File: src/rtl/digital_clock.sv
// 24-hour HH:MM:SS clock advanced once per TICKS_PER_SEC clk edges.
// Six BCD digit registers, each decoded combinationally to an active-high a..g segment pattern.
module digital_clock #(
  parameter int unsigned TICKS_PER_SEC = 1
) (
  input  logic        clk,
  input  logic        reset,
  output logic [13:0] secCode,
  output logic [13:0] minCode,
  output logic [13:0] hrsCode
);

  localparam logic [23:0] PRE_MAX = 24'(TICKS_PER_SEC - 1);

  logic [23:0] pre_cnt;
  logic [3:0]  sec_ones, sec_tens, min_ones, min_tens, hr_ones, hr_tens;
  logic        tick;
  logic        sec_ones_wrap, sec_tens_wrap, min_ones_wrap, min_tens_wrap;
  logic        hr_ones_wrap, day_wrap;

  // Each wrap flag means "this digit rolls over on this edge" and is the carry-in of the next digit.
  assign tick          = (pre_cnt == PRE_MAX);
  assign sec_ones_wrap = tick && (sec_ones == 4'd9);
  assign sec_tens_wrap = sec_ones_wrap && (sec_tens == 4'd5);
  assign min_ones_wrap = sec_tens_wrap && (min_ones == 4'd9);
  assign min_tens_wrap = min_ones_wrap && (min_tens == 4'd5);
  assign day_wrap      = min_tens_wrap && (hr_tens == 4'd2) && (hr_ones == 4'd3);
  assign hr_ones_wrap  = min_tens_wrap && (hr_ones == 4'd9);

  always_ff @(posedge clk or negedge reset) begin
    if (!reset) begin
      pre_cnt  <= '0;
      sec_ones <= '0;
      sec_tens <= '0;
      min_ones <= '0;
      min_tens <= '0;
      hr_ones  <= '0;
      hr_tens  <= '0;
    end else begin
      pre_cnt <= tick ? '0 : pre_cnt + 24'd1;
      if (tick)
        sec_ones <= sec_ones_wrap ? 4'd0 : sec_ones + 4'd1;
      if (sec_ones_wrap)
        sec_tens <= sec_tens_wrap ? 4'd0 : sec_tens + 4'd1;
      if (sec_tens_wrap)
        min_ones <= min_ones_wrap ? 4'd0 : min_ones + 4'd1;
      if (min_ones_wrap)
        min_tens <= min_tens_wrap ? 4'd0 : min_tens + 4'd1;
      if (day_wrap) begin
        hr_ones <= 4'd0;
        hr_tens <= 4'd0;
      end else if (min_tens_wrap) begin
        hr_ones <= hr_ones_wrap ? 4'd0 : hr_ones + 4'd1;
        if (hr_ones_wrap)
          hr_tens <= hr_tens + 4'd1;
      end
    end
  end

  function automatic logic [6:0] seg7(input logic [3:0] d);
    logic [6:0] s;
    case (d)
      4'd0:    s = 7'b1111110;
      4'd1:    s = 7'b0110000;
      4'd2:    s = 7'b1101101;
      4'd3:    s = 7'b1111001;
      4'd4:    s = 7'b0110011;
      4'd5:    s = 7'b1011011;
      4'd6:    s = 7'b1011111;
      4'd7:    s = 7'b1110000;
      4'd8:    s = 7'b1111111;
      4'd9:    s = 7'b1111011;
      default: s = 7'b0000000;
    endcase
    return s;
  endfunction

  assign secCode = {seg7(sec_tens), seg7(sec_ones)};
  assign minCode = {seg7(min_tens), seg7(min_ones)};
  assign hrsCode = {seg7(hr_tens), seg7(hr_ones)};

endmodule

File: config.mk
export PLATFORM = sky130hd
export DESIGN_NAME = digital_clock
export DESIGN_NICKNAME = d
export VERILOG_FILES = /design/src/rtl/digital_clock.sv
export SDC_FILE = /design/constraint.sdc
export NUM_CORES = 1
export LEC_CHECK = 0
export CORE_AREA = 2 2 103 105
export CTS_CLUSTER_DIAMETER = 100
export DETAILED_ROUTE_END_ITERATION = 7
export DIE_AREA = 0 0 105 107
export REMOVE_ABC_BUFFERS = 1
export SLEW_MARGIN = 25
export SYNTH_ARGS = -nofsm -noshare
export SYNTH_HDL_FRONTEND = slang
export SYNTH_SLANG_ARGS = --single-unit
File: constraint.sdc
create_clock -name clk -period 2.52 [get_ports clk]
set_input_delay 0.252 -clock clk [delete_from_list [all_inputs] [get_ports clk]]
set_output_delay 0.252 -clock clk [all_outputs]
set_load 0.005 [all_outputs]
# Word level (Yosys, flattened, before mapping)
# Memory sizes are Yosys's and may differ from the RTL's.
# Index checks and enable logic that the tools add are counted.
op_classes:
  eq_ne: 7
  n_reduce_logical: 11
  addsub: 7
  n_mux: 11
ops:
  columns: ["op", "count"]
  rows:
  - ["two-way mux 4 bit", 10]
  - ["adder 24 x 1 -> 24 bit (second input constant)", 1]
  - ["adder 4 x 1 -> 4 bit (second input constant)", 6]
  - ["zero test 24 bit", 1]
  - ["two-way mux 24 bit", 1]
  - ["== test 4 bit (second input constant)", 3]
  - ["== test 4 x 2 -> 1 bit (second input constant)", 2]
  - ["== test 4 x 3 -> 1 bit (second input constant)", 2]
  - ["logical AND 1 bit", 7]
  - ["nonzero test 2 bit", 2]
  - ["AND reduction 2 bit", 1]
totals:
  reg_bits: 48
  elab_cells: 49
  memories: 6
  mem_bits_ro: 672
memory_table:
  columns: ["memory", "depth", "word_bits", "read_ports", "rd_clocked_by_memory_dff", "write_ports", "line", "rtl"]
  rows:
  - ["(name not given)", 16, 7, 1, 0, 0, "62", "case (d)"]
  - ["(name not given)", 16, 7, 1, 0, 0, "62", null]
  - ["(name not given)", 16, 7, 1, 0, 0, "62", null]
  - ["(name not given)", 16, 7, 1, 0, 0, "62", null]
  - ["(name not given)", 16, 7, 1, 0, 0, "62", null]
  - ["(name not given)", 16, 7, 1, 0, 0, "62", null]

# Depth between registers and ports, before layout
# Gate-level depths: netlist of run 1.
depth:
  ltp_word: 9
  ltp_mapped: 10

# Least setup slack after synthesis of run 1
# OpenSTA, ideal clock, no wires.
synth_timing:
  path_kind: "reg2reg"
  from: "register sec_ones[1]"
  to: "register hr_tens[0]"
  stages_incl_launch_ff: 10
  arrival_ns: 2.200
  period_less_slack_ns: 2.328
  setup_time_ns: 0.128
  path_slack_ns: 0.192
  path_cell_list: "dfrtp_1 inv_1 ha_1 and3b_1 buf_2 nand2_1 or4_1 buf_2 nor3b_2 mux2_1"
synth_between:
  elab_chain_len: 9
  elab_cells_between_ends: 12
synth_rtl:
  columns: ["item", "line", "rtl"]
  rows:
  - ["from (decl)", "16", "logic [3:0] sec_ones, sec_tens, min_ones, min_tens, hr_ones, hr_tens;"]
  - ["from (signal assigned)", "42", "sec_ones <= sec_ones_wrap ? 4'd0 : sec_ones + 4'd1;"]
  - ["== test 4 bit (*)", "23", "assign sec_ones_wrap = tick && (sec_ones == 4'd9);"]
  - ["logical AND 1 bit (*)", "23", null]
  - ["logical AND 1 bit (*)", "24", "assign sec_tens_wrap = sec_ones_wrap && (sec_tens == 4'd5);"]
  - ["logical AND 1 bit (*)", "25", "assign min_ones_wrap = sec_tens_wrap && (min_ones == 4'd9);"]
  - ["logical AND 1 bit (*)", "26", "assign min_tens_wrap = min_ones_wrap && (min_tens == 4'd5);"]
  - ["logical AND 1 bit (2 in a row)", "27", "assign day_wrap = min_tens_wrap && (hr_tens == 4'd2) && (hr_ones == 4'd3);"]
  - ["nonzero test 2 bit (no source line)", null, null]
  - ["AND reduction 2 bit (no source line)", null, null]
  - ["to (signal assigned)", "55", "hr_tens <= hr_tens + 4'd1;"]
  - ["to (decl)", "16", null]
# Every way passes the cells marked *; elsewhere a longest branch is shown, timed or not.
# A chain may end at the register's enable or synchronous reset.

# Worst setup path after layout of run 1
layout_timing:
  from: "register pre_cnt[0]"
  to: "register hr_tens[0]"
layout_between:
  elab_chain_len: 9
  elab_cells_between_ends: 12
layout_rtl:
  columns: ["item", "line", "rtl"]
  rows:
  - ["from (decl)", "15", "logic [23:0] pre_cnt;"]
  - ["from (signal assigned)", "40", "pre_cnt <= tick ? '0 : pre_cnt + 24'd1;"]
  - ["zero test 24 bit (*)", "22", "assign tick = (pre_cnt == PRE_MAX);"]
  - ["logical AND 1 bit (*)", "23", null]
  - ["logical AND 1 bit (*)", "24", null]
  - ["logical AND 1 bit (*)", "25", null]
  - ["logical AND 1 bit (*)", "26", null]
  - ["logical AND 1 bit (2 in a row)", "27", null]
  - ["nonzero test 2 bit (no source line)", null, null]
  - ["AND reduction 2 bit (no source line)", null, null]
# Marked as above.

==> results of run 1 <==
layer usage:
metal  vias up  routed length [um]  GRT usage [%]
met5         -                   0              0
met3         6                 182           2.01
met4         0                  55           2.86
met1      1336                3210           15.8
li1       1454                   -              -
met2        31                3190           21.9
cells in the mapped netlist (5+ instances only):
cell	instances	share of area (%)
o21ai_0	34	5.0
o22ai_1	5	0.91
nand2_1	29	3.2
nor3_1	6	0.87
ha_1	44	16
a21oi_1	26	3.8
nor2_1	25	2.7
xor2_1	7	1.8
clkbuf_1	8	0.87
nor4_1	8	1.5
nand4_1	7	1.3
buf_2	6	0.87
nand3_1	23	3.4
a21o_1	7	1.5
inv_1	34	3.7
xnor2_1	17	4.3
dfrtp_1	48	35
through the flow:
stage | util, % | setup slack (ps) | total power (uW) | instance area [um2]
floorplan | - | 55.9 | 785 | 3380
global placement | 40.3 | 242 | 805 | 4070
detailed placement | 40.3 | 204 | 805 | 4070
CTS | 41.3 | 136 | 1280 | 4170
global route | 41.3 | 25.9 | 1310 | 4170
finish | 41.3 | 207 | 1260 | 4170
state kept, by name, indices dropped and copies added, names as in the netlist:
| register | flops |
|---|---|
| pre_cnt | 24 |
| hr_ones | 4 |
| hr_tens | 4 |
| min_ones | 4 |
| min_tens | 4 |
| sec_ones | 4 |
| sec_tens | 4 |
worst max-delay path, delay by kind of cell (launching register included):
kind | cells | cell delay (ps)
DFF | 1 | 430
muxes | 1 | 350
buffers and inverters | 1 | 70
and+or+nand+nor | 4 | 1220
adders and majority gates | 1 | 130
layout make-up:
type	count	area, um2
fill	1032	5920
multi-input combinational	293	2040
sequential	48	1200
timing repair buffer	55	531
tap	136	170
inverter	35	131
clock buffer	7	86.3
clock inverter	1	7.51
path summary, 6_finish.rpt:
path | from | to | slack, ps | depth (start not counted)
max | pre_cnt[0] | hr_tens[0] | 210 | 7
min | reset | pre_cnt[9] | 470 | 3
max reg2reg | pre_cnt[0] | hr_tens[0] | 210 | 7
min reg2reg | pre_cnt[23] | pre_cnt[23] | 480 | 1
max in group asynchronous | reset | min_ones[1] | 1820 | 3
min in group clk | pre_cnt[23] | pre_cnt[23] | 480 | 1
report_power, final:
part	switching [uW]	internal, uW	leakage [uW]	total, uW
registers	0	769	0.000654	769
logic	15.1	4.85	0.00125	20.0
clock network	248	223	0.0000445	471
total	263	997	0.00195	1260
what timing repair did:
| action | CTS | global route |
|---|---|---|
| gates resized for setup | 0 | 2 |
| setup endpoints to repair | 0 | 4 |
| endpoints found under the hold margin | 48 | 0 |
| hold buffers | 1 | 0 |
cells by family after synthesis:
| kind of cell | count (synthesis) |
|---|---|
| simple gates | 125 |
| compound gates | 92 |
| buf+inv | 49 |
| flops | 48 |
| fa+ha+maj | 44 |
| xor+xnor | 24 |
| mux | 8 |
==> results.sh, run 1 <==
export IMPL_status="completed"
export IMPL_peakVddDrop_v=0.000159
export IMPL_postCtsSetupBuffers=0
export IMPL_cts_reportedPaths_clkPinSlew_ps=90
export IMPL_tns_ps=0
export IMPL_fin_nets=484
export IMPL_drt_total_wl_um=6640
export IMPL_ys_types=43
export IMPL_ys_warn_count=0
export IMPL_grt_max_degree=49
export IMPL_synth_cells=390
export IMPL_root_buffer="clkbuf_8"
export IMPL_synth_seq_cells=48
export IMPL_synthArstFlopShare_pct=100
export IMPL_layout_commonest_cell="dfrtp_1"
export IMPL_setup_violations=0
export IMPL_finalCritPeriodShare_pct=91.8
export IMPL_synth_mux_area_share_pct=2.51
export IMPL_coreArea_um2=10100
export IMPL_io_buffers=43
export IMPL_rsz0062_at_grt="false"
export IMPL_synth_top_family_by_area="simple AND/OR/NAND/NOR gates"
export IMPL_drive_above_1_share_pct=6.38
export IMPL_hold_violations=0
export IMPL_clockBufferDepth=2
export IMPL_synth_xor_area_share_pct=6.12
export IMPL_worstSetupPathType="register to register"
export IMPL_drtAntennaViolNets=0
export IMPL_endpoint_kind="register"
export IMPL_grt_pass1_vias=2727
export IMPL_num_antenna_cells=0
export IMPL_synth_edf_count=0
export IMPL_grt_first_pass_wirelength_um=12000
export IMPL_area_growth_synth_to_final_pct=21.4
export IMPL_crit_path_start_kind="register"
export IMPL_drt_iter0_markers=127
export IMPL_antenna_found_initial=0
export IMPL_num_rows=37
export IMPL_die_y_um=107
export IMPL_dp_cells=566
export IMPL_num_io_pins=44
export IMPL_hold_class="input pin to async pin"
export IMPL_clk_latency_ps=300
export IMPL_overflow=0
export IMPL_cp_arrival_ps=2490
export IMPL_power_density_nw_per_um2=302
export IMPL_fin_skew_ps=8.90
export IMPL_grt_usage_pct=12.4
export IMPL_cts_buffers=5
export IMPL_synth_simple_area_share_pct=18.9
export IMPL_cap_violations=0
export IMPL_synth_avg_cell_area_um2=8.81
export IMPL_synth_flop_cell="dfrtp_1"
export IMPL_ys_seq_area_share_pct=35.0
export IMPL_fin_hold_ws_ps=470
export IMPL_slowest_delay_ps=640
export IMPL_finalCriticalPeriod_ps=2310
export IMPL_final_cells=575
export IMPL_drt_pass1_iter_count=4
export IMPL_slew_limit_headroom_pct=59.5
export IMPL_start_util_pct=34.0
export IMPL_slew_violations=0
export IMPL_die_area_um2=11200
export IMPL_syn_area_um2=3440
export IMPL_dr_total_vias=2827
export IMPL_place_hpwl_um=5040
export IMPL_synthAdderAreaFrac_pct=16.0
export IMPL_gp_congestion=0.817
export IMPL_routedWlPerCell_um=11.5
export IMPL_timing_worst_slew_pin_value_ps=607
export IMPL_clock_fmax_mhz=432
export IMPL_cp_cell_sequence="inv_1 -> ha_1 -> nor4b_2 -> nand4_1 -> or4_1 -> nor3b_2 -> mux2_1"
export IMPL_layout_common_cells="dfrtp_1, ha_1, clkdlybuf4s50_1"
export IMPL_synth_compound_area_share_pct=15.9
export IMPL_vias_per_cell=4.92
export IMPL_die_width_um=105
export IMPL_required_ps=2700
export IMPL_drc=0
export IMPL_tritoncts="done"
export IMPL_h_tree_depth=2
export IMPL_cp_slowest_cell="or4_1"
export IMPL_clock_sinks=48
export IMPL_worstPathMaxFanout=5
export IMPL_p_leak_uw=0.00195
No activity file was read; power rests on OpenSTA's default activity.
==> run 2: changes to the inputs <==
--- a/config.mk
+++ b/config.mk
@@ -9,6 +9,7 @@
 export CTS_CLUSTER_DIAMETER = 100
 export DETAILED_ROUTE_END_ITERATION = 7
 export DIE_AREA = 0 0 105 107
+export PLACE_DENSITY = 0.55
 export REMOVE_ABC_BUFFERS = 1
 export SLEW_MARGIN = 25
 export SYNTH_ARGS = -nofsm -noshare
==> results.sh, run 2 (same netlist as run 1, synthesis figures left out) <==
export IMPL_fill_cells=1053
export IMPL_grt_max_degree=27
export IMPL_cts_reportedPaths_clkPinSlew_ps=100
export IMPL_dr_total_vias=2821
export IMPL_postCtsSetupBuffers=0
export IMPL_crit_path_start_kind="register"
export IMPL_num_io_pins=44
export IMPL_slew_limit_headroom_pct=54.3
export IMPL_grt_usage_pct=13.5
export IMPL_switching_share_pct=21.1
export IMPL_critPathTopFamily="buffers and inverters"
export IMPL_setup_violations=0
export IMPL_finalCriticalPeriod_ps=2330
export IMPL_cp_arrival_ps=2080
export IMPL_reg2regPathDepth=7
export IMPL_die_y_um=107
export IMPL_tritoncts="done"
export IMPL_drc=0
export IMPL_place_hpwl_um=5440
export IMPL_grt_first_pass_wirelength_um=12800
export IMPL_switching_power_uw=293
export IMPL_fin_skew_ps=8.77
export IMPL_clock_sinks=48
export IMPL_io_buffers=43
export IMPL_seqPwrFrac_pct=55.3
export IMPL_root_buffer="clkbuf_8"
export IMPL_cap_violations=0
export IMPL_hold_class="input pin to async pin"
export IMPL_die_width_um=105
export IMPL_die_area_um2=11200
export IMPL_drt_total_wl_um=7210
export IMPL_rrSetupSlack_ps=240
export IMPL_slew_violations=0
export IMPL_coreArea_um2=10100
export IMPL_num_antenna_cells=0
export IMPL_multi_input_comb_area_um2=2050
export IMPL_h_tree_depth=2
export IMPL_power_density_nw_per_um2=328
export IMPL_cp_cell_sequence="inv_1 -> ha_1 -> a21oi_1 -> o21ai_0 -> clkdlybuf4s50_1"
export IMPL_overflow=0
export IMPL_status="completed"
export IMPL_largest_reg_flops=24
export IMPL_timing_worst_slew_pin_value_ps=683
export IMPL_dp_cells=573
export IMPL_crit_start="min_tens[1]"
export IMPL_worstPathMaxFanout=8
export IMPL_intPower_uw=1100
export IMPL_p_clk_share_pct=43.3
export IMPL_gp_congestion=0.752
export IMPL_cp_slowest_cell="clkdlybuf4s50_1"
export IMPL_drt_pass1_iter_count=4
export IMPL_routedWlPerCell_um=12.4
export IMPL_fin_nets=491
export IMPL_hold_violations=0
export IMPL_antenna_found_initial=0
export IMPL_start_util_pct=34.0
export IMPL_area_growth_synth_to_final_pct=23.6
export IMPL_r2r_end="hr_tens[0]"
export IMPL_final_cells=582
export IMPL_required_ps=2270
export IMPL_num_rows=37
export IMPL_p_leak_uw=0.00200
export IMPL_endpoint_kind="primary output"
export IMPL_regMostFlops="pre_cnt"
export IMPL_pwr_share_comb_pct=1.4
export IMPL_layout_commonest_cell="dfrtp_1"
export IMPL_drtAntennaViolNets=0
export IMPL_clock_fmax_mhz=429
export IMPL_layout_common_cells="dfrtp_1, ha_1, clkdlybuf4s50_1"
export IMPL_vias_per_cell=4.85
export IMPL_peakVddDrop_v=0.000278
export IMPL_final_seq_area_um2=1200
export IMPL_grt_pass1_vias=2730
export IMPL_clockBufferDepth=2
export IMPL_tns_ps=0
export IMPL_rr_startpoint="pre_cnt[0]"
export IMPL_crit_buf_inv=2
export IMPL_drt_iter0_markers=137
export IMPL_clk_latency_ps=310
export IMPL_slowest_delay_ps=520
export IMPL_finalCritPeriodShare_pct=92.5
export IMPL_drive_above_1_share_pct=8.30
export IMPL_rsz0062_at_grt="false"
export IMPL_worstSetupPathType="register to primary output"
export IMPL_cts_buffers=5
[run 2: changes by cell type in the layout (fill, tap and decap cells not counted), sizes merged]
cell / delta
clkbuf: -1
buf: +7
bufinv: +1
[run 2: area by class of cell]
cell class                      count  share of cell area [%]
Multi-Input combinational cell    293                    48.2
Sequential cell                    48                    28.3
Timing Repair Buffer               62                    13.4
Tap cell                          136                    4.01
Inverter                           35                    3.18
Clock buffer                        6                    1.94
Clock inverter                      2                   0.913
[run 2: how the worst max path moves through the flow]
stage,slack (ps),end,depth (start not counted)
5_1_grt,20,minCode[13],6
3_3_place_gp,180,hr_tens[0],7
2_1_floorplan,60,hr_tens[0],7
4_1_cts,90,hr_tens[0],7
3_5_place_dp,100,hr_tens[0],7
6_report,190,minCode[10],5
[run 2: metrics by stage]
step                      total power, uW  utilization [%]  instance area, um2  hold WS (ps)  setup slack [ps]
after detailed placement              805             40.7                4110           319               102
final                                1390             42.1                4250           496               189
after global placement                805             40.7                4110           317               180
after CTS                            1410             42.0                4240           503              86.2
after floorplan                       785                -                3380         -43.6              55.9
after global routing                 1440             42.1                4250           527              21.3
[run 2: layer usage]
| metal | track usage [%] | part of all wire (%) | vias to the layer above |
|---|---|---|---|
| met4 | 3.43 | 0.97 | 0 |
| met1 | 18.4 | 50 | 1305 |
| met5 | 0 | 0 | - |
| li1 | - | - | 1463 |
| met3 | 2.01 | 3.3 | 7 |
| met2 | 22.6 | 46 | 46 |
[run 2: timing repair]
action | in CTS | in global routing
hold endpoints to repair | 24 | 0
hold buffers | 1 | 0
setup endpoints to repair | 0 | 5
gates resized for setup | 0 | 4
[run 2: power groups by stage]
stage               Sequential, uW  Clock (uW)  Combinational (uW)
floorplan                      785           0             0.00100
global placement               785           0                20.0
detailed placement             785           0                20.2
CTS                            770         620                21.4
global route                   770         649                23.4
finish                         769         603                19.4
